<file path="config.mk">
export PLATFORM = sky130hd
export DESIGN_NAME = step_timer_ctrl_flat
export DESIGN_NICKNAME = d
export VERILOG_FILES = /design/src/rtl/step_timer_ctrl_if.sv /design/src/rtl/step_timer_ctrl.sv /design/src/flat_wrapper.sv
export SDC_FILE = /design/constraint.sdc
export NUM_CORES = 1
export LEC_CHECK = 0
export ABC_AREA = 1
export BUFFER_PORTS_ARGS = -buffer_cell sky130_fd_sc_hd__buf_4
export CORE_ASPECT_RATIO = 1.1
export CORE_MARGIN = 5
export CORE_UTILIZATION = 46
export DETAILED_ROUTE_END_ITERATION = 6
export PLACE_DENSITY = 0.79
export SYNTH_ARGS = -nofsm -noshare
export SYNTH_HDL_FRONTEND = slang
export SYNTH_SLANG_ARGS = --single-unit
</file>
<file path="constraint.sdc">
create_clock -name clk_i -period 1.3 [get_ports clk_i]
set_input_delay 0.13 -clock clk_i [delete_from_list [all_inputs] [get_ports clk_i]]
set_output_delay 0.13 -clock clk_i [all_outputs]
set_load 0.005 [all_outputs]
</file>
<file path="src/rtl/step_timer_ctrl_if.sv">
// Command and counter-side signals of the step timer sequencer.
// master = game FSM / counter environment, slave = step_timer_ctrl.
interface step_timer_ctrl_if;
    logic        start_i;
    logic        pause_i;
    logic        abort_i;
    logic        mode_i;
    logic [15:0] preset_i;
    logic [15:0] cnt_q_i;
    logic        cnt_utc_i;
    logic        cnt_dtc_i;
    logic        cnt_ld_o;
    logic [15:0] cnt_din_o;
    logic        cnt_up_o;
    logic        cnt_dw_o;
    logic        busy_o;
    logic        paused_o;
    logic        done_o;
    logic        expired_o;

    modport master (
        output start_i, pause_i, abort_i, mode_i, preset_i,
        output cnt_q_i, cnt_utc_i, cnt_dtc_i,
        input  cnt_ld_o, cnt_din_o, cnt_up_o, cnt_dw_o,
        input  busy_o, paused_o, done_o, expired_o
    );

    modport slave (
        input  start_i, pause_i, abort_i, mode_i, preset_i,
        input  cnt_q_i, cnt_utc_i, cnt_dtc_i,
        output cnt_ld_o, cnt_din_o, cnt_up_o, cnt_dw_o,
        output busy_o, paused_o, done_o, expired_o
    );
endinterface

</file>
<file path="src/rtl/step_timer_ctrl.sv">
// Sequencer for a 16-bit up/down step counter: load preset, prescaled enables, stop at terminal count.
// Latency: load one cycle after start; count enables combinational; done_o one cycle after DONE entry.
// No backpressure: commands are single-cycle pulses, abort > start > pause.
module step_timer_ctrl #(
    parameter int unsigned TICK_DIV = 100000
) (
    input  logic              clk_i,
    input  logic              rst_ni,
    step_timer_ctrl_if.slave  bus
);
    localparam int unsigned PW = $clog2(TICK_DIV);

    typedef enum logic [2:0] {
        S_IDLE,
        S_LOAD,
        S_RUN,
        S_PAUSE,
        S_DONE
    } state_t;

    state_t        r_state;
    state_t        w_nxt;
    logic [PW-1:0] r_presc;
    logic          r_mode;
    logic [15:0]   r_din;
    logic          r_ld;
    logic          r_busy;
    logic          r_paused;
    logic          r_done;
    logic          r_expired;
    logic          r_was_done;

    logic          w_tick;
    logic          w_term;
    logic          w_cmd_kill;
    logic          w_run_tick;

    assign w_tick     = (r_presc == PW'(TICK_DIV - 1));
    assign w_term     = (r_state == S_RUN) && (r_mode ? bus.cnt_utc_i : bus.cnt_dtc_i);
    // A start or abort in the same cycle cancels any tick still in flight.
    assign w_cmd_kill = bus.abort_i | bus.start_i;
    assign w_run_tick = (r_state == S_RUN) && w_tick && !w_cmd_kill;

    assign bus.cnt_dw_o  = w_run_tick && !r_mode && !bus.cnt_dtc_i;
    assign bus.cnt_up_o  = w_run_tick &&  r_mode && !bus.cnt_utc_i;
    assign bus.cnt_ld_o  = r_ld;
    assign bus.cnt_din_o = r_din;
    assign bus.busy_o    = r_busy;
    assign bus.paused_o  = r_paused;
    assign bus.done_o    = r_done;
    assign bus.expired_o = r_expired;

    always_comb begin
        w_nxt = r_state;
        if (bus.abort_i) begin
            w_nxt = S_IDLE;
        end else if (bus.start_i) begin
            w_nxt = S_LOAD;
        end else begin
            case (r_state)
                S_LOAD:  w_nxt = S_RUN;
                S_RUN:   if (w_term) w_nxt = S_DONE;
                         else if (bus.pause_i) w_nxt = S_PAUSE;
                S_PAUSE: if (bus.pause_i) w_nxt = S_RUN;
                default: w_nxt = r_state;
            endcase
        end
    end

    always_ff @(posedge clk_i or negedge rst_ni) begin
        if (!rst_ni) begin
            r_state    <= S_IDLE;
            r_presc    <= '0;
            r_mode     <= 1'b0;
            r_din      <= 16'h0000;
            r_ld       <= 1'b0;
            r_busy     <= 1'b0;
            r_paused   <= 1'b0;
            r_done     <= 1'b0;
            r_expired  <= 1'b0;
            r_was_done <= 1'b0;
        end else begin
            r_state    <= w_nxt;
            r_ld       <= (w_nxt == S_LOAD);
            r_busy     <= (w_nxt == S_LOAD) || (w_nxt == S_RUN) || (w_nxt == S_PAUSE);
            r_paused   <= (w_nxt == S_PAUSE);
            r_expired  <= (w_nxt == S_DONE);
            r_was_done <= (r_state == S_DONE);
            // Pulse in the first cycle after DONE has been registered.
            r_done     <= (r_state == S_DONE) && !r_was_done;

            if (bus.abort_i) begin
                r_presc <= '0;
            end else if (bus.start_i) begin
                r_presc <= '0;
                r_din   <= bus.preset_i;
                r_mode  <= bus.mode_i;
            end else if (r_state == S_RUN) begin
                r_presc <= w_tick ? '0 : r_presc + PW'(1);
            end
        end
    end
endmodule

</file>
<file path="src/flat_wrapper.sv">
// flat-port wrapper written by rule: the top's interface ports become plain ports
module step_timer_ctrl_flat 
#(
    parameter int unsigned TICK_DIV = 100000
)
  (clk_i, rst_ni, bus_start_i, bus_pause_i, bus_abort_i, bus_mode_i, bus_preset_i, bus_cnt_q_i, bus_cnt_utc_i, bus_cnt_dtc_i, bus_cnt_ld_o, bus_cnt_din_o, bus_cnt_up_o, bus_cnt_dw_o, bus_busy_o, bus_paused_o, bus_done_o, bus_expired_o);
  step_timer_ctrl_if bus_i ();
  input  logic clk_i;
  input  logic rst_ni;
  input wire logic [$bits(bus_i.start_i)-1:0] bus_start_i;
  input wire logic [$bits(bus_i.pause_i)-1:0] bus_pause_i;
  input wire logic [$bits(bus_i.abort_i)-1:0] bus_abort_i;
  input wire logic [$bits(bus_i.mode_i)-1:0] bus_mode_i;
  input wire logic [$bits(bus_i.preset_i)-1:0] bus_preset_i;
  input wire logic [$bits(bus_i.cnt_q_i)-1:0] bus_cnt_q_i;
  input wire logic [$bits(bus_i.cnt_utc_i)-1:0] bus_cnt_utc_i;
  input wire logic [$bits(bus_i.cnt_dtc_i)-1:0] bus_cnt_dtc_i;
  output wire logic [$bits(bus_i.cnt_ld_o)-1:0] bus_cnt_ld_o;
  output wire logic [$bits(bus_i.cnt_din_o)-1:0] bus_cnt_din_o;
  output wire logic [$bits(bus_i.cnt_up_o)-1:0] bus_cnt_up_o;
  output wire logic [$bits(bus_i.cnt_dw_o)-1:0] bus_cnt_dw_o;
  output wire logic [$bits(bus_i.busy_o)-1:0] bus_busy_o;
  output wire logic [$bits(bus_i.paused_o)-1:0] bus_paused_o;
  output wire logic [$bits(bus_i.done_o)-1:0] bus_done_o;
  output wire logic [$bits(bus_i.expired_o)-1:0] bus_expired_o;
  assign bus_i.start_i = bus_start_i;
  assign bus_i.pause_i = bus_pause_i;
  assign bus_i.abort_i = bus_abort_i;
  assign bus_i.mode_i = bus_mode_i;
  assign bus_i.preset_i = bus_preset_i;
  assign bus_i.cnt_q_i = bus_cnt_q_i;
  assign bus_i.cnt_utc_i = bus_cnt_utc_i;
  assign bus_i.cnt_dtc_i = bus_cnt_dtc_i;
  assign bus_cnt_ld_o = bus_i.cnt_ld_o;
  assign bus_cnt_din_o = bus_i.cnt_din_o;
  assign bus_cnt_up_o = bus_i.cnt_up_o;
  assign bus_cnt_dw_o = bus_i.cnt_dw_o;
  assign bus_busy_o = bus_i.busy_o;
  assign bus_paused_o = bus_i.paused_o;
  assign bus_done_o = bus_i.done_o;
  assign bus_expired_o = bus_i.expired_o;
  step_timer_ctrl #(.TICK_DIV(TICK_DIV)) u_core (.clk_i(clk_i), .rst_ni(rst_ni), .bus(bus_i));
endmodule
</file>
==> impl_metrics.py, run 1 <==
metrics = {
    "layout": {
        "layout-drive-gt1-share_pct": 33.6,
        "num_antenna_cells": 0,
        "final_cell_area_mm2": 0.00299,
        "n_fill_cell": 362,
        "nets": 400,
        "fin_util_pct": 65.2,
        "syn2layout_area_growth_pct": 40.0,
    },
    "critical_path": {
        "startpoint_type": "flip-flop",
        "crit_slowest_cell": "dfrtp_1",
        "worstSetupPathType": "flip-flop to output pin",
        "crit_required_ps": 1170,
        "cp_num_buf_inv": 2,
        "crit_arrival_ps": 1490,
        "crit-reg2reg-capture": "u_core.r_presc[12]",
        "critPathCaptureType": "output pin",
        "critPathTopFamily": "simple AND/OR/NAND/NOR gates",
        "reg2regPathDepth": 9,
        "r2r_slack_ps": -140,
        "crit_start": "u_core.r_presc[12]",
        "crit_end": "bus_cnt_dw_o",
        "slowest_delay_ps": 390,
        "crit_chain": "nor2_2, nand2_1, nor2_2, buf_4, nand4_1, nor2_1, buf_4",
        "cp_max_fo": 2,
        "r2r_start": "u_core.r_presc[1]",
        "path_depth": 7,
    },
    "placement": {
        "place_area_mm2": 0.00272,
        "dp_slack_ps": -163,
        "dp_hpwl_um": 3740,
        "portBuffers": 46,
        "place_congestion": 0.905,
    },
    "clock_tree": {
        "clockBufferDepth": 2,
        "clk_pin_slew_ps": 80,
        "cts_buffers": 5,
        "cts_tree": "done",
        "htree_levels": 2,
        "numClockSinks": 43,
        "cts_root_buf": "clkbuf_8",
        "clk_latency_ps": 290,
    },
    "synthesis": {
        "synth_top_area_share_pct": 50.4,
        "syn_nets": 315,
        "yosysTopAreaCell": "dfrtp_1",
        "syn_avg_cell_area_um2": 7.80,
        "synth_cell_types": 28,
        "ys_seq_area_share_pct": 50.4,
        "yosys_warnings": 0,
        "ys_seq_elements": 43,
        "synthCells": 274,
        "ys_top_cells_by_area": "dfrtp_1 50%, nand2_1 17%, nor2_1 6.5%, inv_1 5.1%, nand3_1 3.5%",
        "synth_area_mm2": 0.00214,
    },
    "drt": {
        "drt-initial-drc-count": 91,
        "route.detailed.drc": 0,
        "vias_per_cell": 4.82,
        "wl_per_cell_um": 12.4,
        "drtPass1Iterations": 5,
        "vias": 2007,
        "routed_wl_um": 5180,
        "ant_nets": 0,
    },
    "sta": {
        "clock.fmax_ghz": 0.617,
        "max_slew_margin_pct": 64.5,
        "hold_viol_final": 0,
        "worst_slack_ps": -320,
        "min_period_over_period_pct": 125,
        "finClkSkew_ps": 5.31,
        "drv_slew": 0,
        "finalCriticalPeriod_ps": 1620,
        "grt_setup_unrepaired": "yes",
        "tightest_slew_ps": 533,
        "setup_violations": 19,
    },
    "floorplanning": {
        "dieHeight_um": 81.5,
        "die_w_um": 75.0,
        "start_util_pct": 46.6,
        "fp-row-count": 26,
        "fp.coreArea_mm2": 0.00459,
        "io_pins": 63,
        "dieArea_mm2": 0.00611,
    },
    "global_route": {
        "grt_pass1_vias": 2033,
        "grt_start_max_net_pins": 44,
        "grtUsageTotal_pct": 19.1,
        "grt_pass1_wl_um": 8820,
        "grt-ovfl-total": 0,
        "antenna_found_initial": 0,
    },
    "power": {
        "power_density_mw_per_mm2": 985,
        "leakage_nw": 1.56,
        "peakVddDrop_mv": 0.920,
        "finalPower_mw": 2.95,
    },
    "outcome": {
        "violations": "setup timing",
        "status": "finished with violations",
    },
    "worst_hold_path": {
        "hold_path_class": "input pin to flip-flop",
    },
    "run": {
        "drv_cap": 0,
    },
}
[layer usage]
metal | up-vias | part of all wire, % | track usage, %
li1 | 1014 | - | -
met1 | 899 | 42 | 22.3
met2 | 82 | 49 | 31.6
met3 | 12 | 7.3 | 6.73
met4 | 0 | 1.8 | 8.01
met5 | - | 0 | 0
[worst min path at each step]
stage	start	endpoint	slack, ps	cells past startpoint
after CTS	bus_preset_i[3]	u_core.bus.cnt_din_o[3]	30	3
after global routing	bus_preset_i[6]	u_core.bus.cnt_din_o[6]	30	3
after global placement	rst_ni	u_core.bus.cnt_din_o[13]	150	1
final	bus_preset_i[3]	u_core.bus.cnt_din_o[3]	40	3
after floorplan	rst_ni	u_core.bus.busy_o	-170	0
after detailed placement	rst_ni	u_core.bus.cnt_din_o[13]	150	1
[Yosys cell counts]
master and count:
nand2_1 99, dfrtp_1 43, nor2_1 37, inv_1 29, nand3_1 15, o21ai_0 7, nor2_2 5, xor2_1 5
nand4_1 4, buf_4 3, inv_2 3, nand2_2 3, nor3_1 3, a21oi_1 2, nand3_2 2, xnor2_1 2
a31oi_1 1, buf_2 1, buf_6 1, ha_1 1, nand2_4 1, nand3b_1 1, nand3b_2 1, nor2_4 1
nor2_8 1, nor4_1 1, o21bai_1 1, o22ai_1 1
[kinds of logic after synthesis]
family | Yosys count | share of synthesized area [%]
simple gates | 174 | 35.7
flops | 43 | 50.4
buf+inv | 37 | 7.44
compound gates | 12 | 3.04
xor+xnor | 7 | 2.87
fa+ha+maj | 1 | 0.585
[sequential cells by signal, summed over array words and instances (netlist names)]
signal and count:
u_core.bus.busy_o 1, u_core.bus.cnt_din_o 16, u_core.bus.cnt_ld_o 1, u_core.bus.done_o 1, u_core.bus.expired_o 1, u_core.bus.paused_o 1, u_core.r_mode 1, u_core.r_presc 17
u_core.r_state 3, u_core.r_was_done 1
[worst register-to-register path: stages, from the launching register on]
cell	delay [ps]
dfrtp_1	400
ha_4	180
nand3_4	90
nor2_1	100
nand3_1	100
nand2_1	130
nand2_4	100
buf_4	150
nand2_1	50
nor2_1	30
[layout make-up]
class,count,area (um2),area share (%)
clock buffer,6,82.6,2.76
clock inverter,2,35.0,1.17
inverter,32,125,4.18
multi-input combinational,194,976,32.6
sequential,43,1080,36.0
tap,56,70.1,2.34
timing repair buffer,82,622,20.8
timing repair inverter,1,6.26,0.209
[cell usage in the layout, fill, tap and decap left out, types with 2 or more instances in the layout]
| cell type | instances |
|---|---|
| dfrtp_1 | 43 |
| nand3_1 | 13 |
| o21ai_1 | 3 |
| nand3_2 | 2 |
| inv_2 | 4 |
| nand4_1 | 4 |
| xor2_1 | 5 |
| nor2_1 | 32 |
| clkbuf_8 | 6 |
| nand3_4 | 2 |
| buf_4 | 80 |
| nand2_2 | 3 |
| xnor2_1 | 2 |
| nor3_1 | 2 |
| inv_1 | 27 |
| a21oi_1 | 2 |
| nand2_4 | 3 |
| nor2_2 | 10 |
| nand2_1 | 97 |
| o21ai_0 | 3 |
[timing repair]
action / 4_1_cts / 5_1_grt
endpoints found under the setup margin: 19 / 22
hold buffers: 1 / 0
buffers inserted: 4 / 4
gates resized for setup: 17 / 8
gates cloned: 1 / 0
pin swaps: 6 / 7
hold endpoints to repair: 43 / 0
[through the flow]
step	hold slack (ps)	cells	setup TNS, ps
6_report	35.3	416	-1630
5_1_grt	31.5	416	-3460
4_1_cts	27.4	412	-1620
3_5_place_dp	151	398	-2110
3_3_place_gp	148	398	-1690
2_1_floorplan	-166	274	-9.45
[report_power, final]
part	internal, mW	switching (mW)
sequential	1.42	0.0430
clock	0.622	0.450
combinational	0.206	0.212
No activity file was read; power rests on OpenSTA's default activity.
==> run 2: changes to the inputs <==
--- a/config.mk
+++ b/config.mk
@@ -5,11 +5,10 @@
 export SDC_FILE = /design/constraint.sdc
 export NUM_CORES = 1
 export LEC_CHECK = 0
-export ABC_AREA = 1
 export BUFFER_PORTS_ARGS = -buffer_cell sky130_fd_sc_hd__buf_4
 export CORE_ASPECT_RATIO = 1.1
 export CORE_MARGIN = 5
-export CORE_UTILIZATION = 46
+export CORE_UTILIZATION = 45
 export DETAILED_ROUTE_END_ITERATION = 6
 export PLACE_DENSITY = 0.79
 export SYNTH_ARGS = -nofsm -noshare
==> run 2 against run 1 <==
The flow still finishes with violations (setup timing). Total power is 5.5% higher. Register-to-register slack worse by 390 ps. Critical path depth is 2 lower. Sequential share of layout area shrank 1.6 points. Hold slack improved by 29 ps. Die area shrank 4.3%. Core utilization is 7.9 points higher. Sequential power hardly changed. Maximum frequency decreased by 29%. Flip-flop and latch count unchanged. Critical path type unchanged. Largest cell class is now multi-input gates. Highest routed layer unchanged.
==> impl_metrics.py, run 2 <==
metrics = {
    "outcome": {
        "status": "finished with violations",
        "violations": "setup timing",
    },
    "power": {
        "pwr-share-seq_pct": 47.3,
        "power_density_mw_per_mm2": 993,
        "comb_power_share_pct": 14.0,
        "finalPower_mw": 3.11,
        "clock_power_share_pct": 38.8,
        "sw_frac_of_total_pct": 21.1,
        "intPower_mw": 2.45,
        "p_switching_uw": 657,
        "leakage_nw": 1.36,
        "peakVddDrop_mv": 0.799,
    },
    "synthesis": {
        "syn_avg_cell_area_um2": 11.4,
        "synth-simple-area-share_pct": 19.0,
        "synth-main-ff-cell": "dfrtp_1",
        "synth_fa_ha_area_share_pct": 0.629,
        "synthCells": 174,
        "synth_most_common_cell": "dfrtp_1",
        "synth_top_area_share_pct": 54.1,
        "ys_seq_elements": 43,
        "synthTopCellsByCount": "43 x dfrtp_1, 17 x mux2_2, 12 x nor2_1",
        "syn_nets": 215,
        "yosys_warnings": 0,
        "ys_seq_area_share_pct": 54.1,
        "synth_cell_types": 39,
        "synth_compound_area_share_pct": 10.6,
        "synth-xor-area-share_pct": 3.08,
        "yosysTopAreaCell": "dfrtp_1",
        "synth_mux_area_share_pct": 10.1,
        "synth_edf_count": 0,
        "async_flop_share_pct": 100,
        "synth_area_mm2": 0.00199,
        "synth_top_family_by_area": "simple AND/OR/NAND/NOR gates",
        "ys_top_cells_by_area": "dfrtp_1 54%, mux2_2 9.6%, or4_1 3.0%, nor2_1 2.3%, o31ai_1 2.3%",
    },
    "clock_tree": {
        "clk_latency_ps": 300,
        "cts_root_buf": "clkbuf_8",
        "numClockSinks": 43,
        "htree_levels": 2,
        "cts_tree": "done",
        "clockBufferDepth": 2,
        "clk_pin_slew_ps": 80,
        "cts_buffers": 5,
    },
    "sta": {
        "drv_slew": 0,
        "hold_viol_final": 0,
        "max_slew_margin_pct": 64.4,
        "tightest_slew_ps": 533,
        "holdWs_ps": 64.1,
        "finalCriticalPeriod_ps": 2290,
        "grt_setup_unrepaired": "yes",
        "setup_violations": 23,
        "worst_slack_ps": -985,
        "finClkSkew_ps": 12.7,
        "min_period_over_period_pct": 176,
        "clock.fmax_ghz": 0.438,
    },
    "drt": {
        "route.detailed.drc": 0,
        "drtPass1Iterations": 4,
        "vias": 1820,
        "routed_wl_um": 5760,
        "wl_per_cell_um": 17.7,
        "drt-initial-drc-count": 107,
        "vias_per_cell": 5.58,
        "ant_nets": 0,
    },
    "placement": {
        "dp_hpwl_um": 3950,
        "portBuffers": 46,
        "place_congestion": 0.880,
        "dp_slack_ps": -621,
    },
    "global_route": {
        "antenna_found_initial": 0,
        "grt_pass1_wl_um": 8760,
        "grt_pass1_vias": 1860,
        "grt_start_max_net_pins": 44,
        "grtUsageTotal_pct": 19.5,
        "grt-ovfl-total": 0,
    },
    "critical_path": {
        "crit_required_ps": 1170,
        "critPathCaptureType": "output pin",
        "startpoint_type": "flip-flop",
        "worstSetupPathType": "flip-flop to output pin",
        "cp_max_fo": 2,
        "crit_arrival_ps": 2160,
    },
    "layout": {
        "largest_register": "u_core.r_presc",
        "nets": 312,
        "layout_common_cells": "86 x buf_4, 43 x dfrtp_1, 17 x mux2_2, 9 x nor2_1",
        "num_antenna_cells": 0,
        "layout.cells.most_common": "buf_4",
        "layout-drive-gt1-share_pct": 58.1,
        "largest_reg_flops": 17,
        "syn2layout_area_growth_pct": 57.6,
        "n_fill_cell": 271,
    },
    "run": {
        "drv_cap": 0,
    },
    "floorplanning": {
        "io_pins": 63,
        "die_w_um": 73.4,
        "start_util_pct": 46.4,
        "fp.coreArea_mm2": 0.00429,
        "fp-row-count": 25,
        "dieArea_mm2": 0.00585,
        "dieHeight_um": 79.7,
    },
    "worst_hold_path": {
        "hold_path_class": "input pin to flip-flop",
    },
}
[run 2: cell types whose count changed in the layout (fill, tap and decap cells not counted), sizes merged, moves of 11 or more]
| cell | previous run | this run |
|---|---|---|
| inv | 33 | 7 |
| mux2 | 0 | 17 |
| buf | 81 | 94 |
| nand2 | 103 | 7 |
| nand3 | 17 | 6 |
| nor2 | 44 | 12 |
[run 2: what timing repair did]
action	4_1_cts	5_1_grt
hold buffers	1	0
endpoints found under the setup margin	24	25
setup buffers	1	1
pin swaps	9	3
gates resized for setup	27	21
cloned	0	0
endpoints found under the hold margin	43	0
[run 2: cells by family after synthesis]
family / after synthesis
AND/OR/NAND/NOR: 62
buffers and inverters: 12
flip-flops: 43
AO/OA/AOI/OAI: 31
multiplexers: 18
XOR/XNOR: 7
adder cells (fa/ha/maj): 1
[run 2: final cells by class]
cell class / count / area [um2] / area share, %
Clock buffer: 6 / 72.6 / 2.32
Sequential cell: 43 / 1080 / 34.3
Tap cell: 54 / 67.6 / 2.16
Timing Repair Buffer: 95 / 754 / 24.1
Multi-Input combinational cell: 119 / 1080 / 34.4
Clock inverter: 2 / 60.1 / 1.92
Inverter: 7 / 26.3 / 0.838
[run 2: through the flow]
| step | util, % | cell area, um2 | setup TNS, ps | std cells |
|---|---|---|---|---|
| after floorplan | - | 2030 | -5770 | 174 |
| after global placement | 64.4 | 2760 | -7540 | 315 |
| after detailed placement | 64.4 | 2760 | -8330 | 315 |
| after CTS | 70.6 | 3030 | -8060 | 325 |
| after global routing | 73.1 | 3130 | -11530 | 326 |
| final | 73.1 | 3130 | -8910 | 326 |
[run 2: worst max-delay path: stages, from the launching register on]
cell and delay, ps:
dfrtp_1 410, or4_4 530, nor4_4 250, nand4_1 210
nor4b_2 310, buf_4 150
[run 2: path summary, 6_finish.rpt]
| check | from | endpoint | slack (ps) | depth (start not counted) |
|---|---|---|---|---|
| max | u_core.r_presc[11] | bus_cnt_up_o | -990 | 5 |
| min | bus_preset_i[9] | u_core.bus.cnt_din_o[9] | 60 | 2 |
| max reg2reg | u_core.r_presc[11] | u_core.r_presc[14] | -530 | 5 |
| min reg2reg | u_core.r_was_done | u_core.bus.done_o | 440 | 1 |
| max in group asynchronous | rst_ni | u_core.r_presc[15] | 580 | 2 |
| min in group asynchronous | rst_ni | u_core.r_presc[4] | 350 | 2 |
[run 2: layer usage]
metal	up-vias	track usage, %	wire length [um]
li1	850	-	-
met3	10	3.78	280
met2	56	35.2	3120
met5	-	0	0
met1	904	23.2	2270
met4	0	5.98	95
[run 2: power by group through the flow]
stage	Clock (mW)	Sequential (mW)	Combinational, mW
finish	1.21	1.47	0.435
global route	1.28	1.48	0.470
CTS	1.22	1.47	0.434
detailed placement	0	1.49	0.413
global placement	0	1.49	0.396
floorplan	0	1.50	0.129
==> run 3: changes to the inputs <==
==> constraint.sdc (replaced) <==
create_clock -name clk_i -period 1.3 [get_ports clk_i]
set_input_delay 0.13 -clock clk_i [delete_from_list [all_inputs] [get_ports clk_i]]
set_output_delay 0.13 -clock clk_i [all_outputs]
set_load 0.1 [all_outputs]
==> run 3 against run 2 <==
The run still ends with setup timing left. Combinational power up 140%. Flip-flop and latch count unchanged. Non-clock buffer count up 5. Critical path type unchanged. Largest power group unchanged. Highest routed layer unchanged.
==> impl_metrics.py, run 3 (synthesis gave the netlist of run 2 again) <==
metrics = {
    "outcome": {
        "status": "finished with violations",
        "violations": "setup timing",
    },
    "clock_tree": {
        "clk_latency_ps": 300,
        "cts_root_buf": "clkbuf_8",
        "clockBufferDepth": 2,
        "cts_buffers": 5,
        "clk_pin_slew_ps": 90,
        "cts_tree": "done",
        "htree_levels": 2,
        "numClockSinks": 43,
    },
    "global_route": {
        "grt_pass1_wl_um": 9400,
        "antenna_found_initial": 0,
        "grt_start_max_net_pins": 44,
        "grt-ovfl-total": 0,
        "grt_pass1_vias": 1939,
        "grtUsageTotal_pct": 21.3,
    },
    "sta": {
        "min_period_over_period_pct": 192,
        "max_slew_margin_pct": 63.5,
        "setup_violations": 23,
        "finalCriticalPeriod_ps": 2500,
        "clock.fmax_ghz": 0.400,
        "tightest_slew_ps": 548,
        "worst_slack_ps": -1200,
        "finClkSkew_ps": 8.78,
        "grt_setup_unrepaired": "yes",
        "hold_viol_final": 0,
        "drv_slew": 0,
    },
    "critical_path": {
        "critPathCaptureType": "output pin",
        "crit_required_ps": 1170,
        "cp_num_buf_inv": 2,
        "crit_arrival_ps": 2370,
        "slowest_delay_ps": 530,
        "cpMostUsedCell": "buf_6",
        "startpoint_type": "flip-flop",
        "worstSetupPathType": "flip-flop to output pin",
        "cp_max_fo": 2,
        "critPathTopFamily": "simple AND/OR/NAND/NOR gates",
        "crit_chain": "or4b_4, nor4_4, nand4_1, buf_6, nor4b_4, buf_6",
        "crit_slowest_cell": "or4b_4",
    },
    "drt": {
        "routed_wl_um": 6570,
        "drt-initial-drc-count": 148,
        "vias": 1872,
        "route.detailed.drc": 0,
        "wl_per_cell_um": 19.8,
        "vias_per_cell": 5.64,
        "ant_nets": 0,
        "drtPass1Iterations": 4,
    },
    "placement": {
        "portBuffers": 46,
        "place_area_mm2": 0.00280,
        "dp_hpwl_um": 3830,
        "place_congestion": 0.864,
    },
    "worst_hold_path": {
        "hold_path_class": "input pin to flip-flop",
    },
    "layout": {
        "num_antenna_cells": 0,
        "largest_register": "u_core.r_presc",
        "final_cell_area_mm2": 0.00326,
        "syn2layout_area_growth_pct": 63.9,
        "layout.cells.most_common": "buf_4",
        "nets": 318,
        "largest_reg_flops": 17,
        "layout-drive-gt1-share_pct": 63.3,
        "n_fill_cell": 249,
        "layout_common_cells": "84 x buf_4, 42 x dfrtp_1, 17 x mux2_2, 14 x buf_6",
        "fin_util_pct": 76.0,
    },
    "floorplanning": {
        "start_util_pct": 46.4,
        "fp-row-count": 25,
        "io_pins": 63,
        "die_w_um": 73.4,
        "dieHeight_um": 79.7,
        "dieArea_mm2": 0.00585,
        "fp.coreArea_mm2": 0.00429,
    },
    "run": {
        "drv_cap": 0,
    },
    "power": {
        "leakage_nw": 1.39,
        "power_density_mw_per_mm2": 1040,
        "finalPower_mw": 3.40,
        "peakVddDrop_mv": 1.00,
    },
}
==> run 3: cell types whose count changed in the layout (fill, tap and decap cells not counted), moves of 2 or more <==
| cell | delta |
|---|---|
| nor2_2 | +5 |
| buf_6 | +7 |
| buf_4 | -2 |
| o31ai_1 | -4 |
| o31ai_2 | +3 |
| o21ai_1 | +2 |
| nor4b_4 | +2 |
| nor2_1 | -5 |
| o21ai_0 | -2 |
| bufinv_16 | -2 |
| a21oi_1 | -2 |
==> run 3: path summary, 6_finish.rpt <==
kind / depth (start not counted) / from / end / slack [ps]
min reg2reg: 1 / u_core.r_was_done / u_core.bus.done_o / 420
min in group asynchronous: 2 / rst_ni / u_core.bus.cnt_din_o[14] / 340
max: 6 / u_core.r_presc[8] / bus_cnt_up_o / -1200
min: 2 / bus_mode_i / u_core.r_mode / 50
max reg2reg: 5 / u_core.r_presc[9] / u_core.r_presc[14] / -590
max in group asynchronous: 2 / rst_ni / u_core.r_presc[10] / 570
==> run 3: layout make-up <==
class / count / area, um2 / share of cell area [%]
clock buffers: 6 / 72.6 / 2.23
repair buffers: 100 / 818 / 25.1
multi-input cells: 120 / 1180 / 36.3
flip-flops and latches: 43 / 1080 / 33.1
well taps: 54 / 67.6 / 2.07
inverters: 7 / 26.3 / 0.806
clock inverters: 2 / 12.5 / 0.384
==> run 3: timing repair <==
action	4_1_cts	5_1_grt
gates resized for setup	29	44
pin swaps	15	12
buffers inserted	5	6
endpoints found under the hold margin	43	0
hold buffers	1	0
gates cloned	1	0
setup endpoints to repair	24	25
==> run 3: per-stage QoR <==
step	worst slack [ps]	hold slack (ps)	setup TNS, ps	cells
6_report	-1200	50.8	-10600	332
3_5_place_dp	-824	158	-7940	315
5_1_grt	-1230	49.3	-12200	332
3_3_place_gp	-797	144	-7490	315
2_1_floorplan	-1370	-166	-7650	174
4_1_cts	-1100	53.8	-9260	329
==> run 3: layer usage <==
| layer | wire (um) | GRT usage, % | up-vias |
|---|---|---|---|
| li1 | - | - | 859 |
| met1 | 2540 | 25.8 | 944 |
| met2 | 3640 | 35.9 | 57 |
| met3 | 279 | 5.42 | 12 |
| met4 | 110 | 8.15 | 0 |
| met5 | 0 | 0 | - |
==> run 3: power breakdown <==
part           switching (mW)  total [mW]  internal, mW
registers              0.0492        1.47          1.42
logic                   0.775        1.05         0.279
clock network           0.494       0.870         0.376
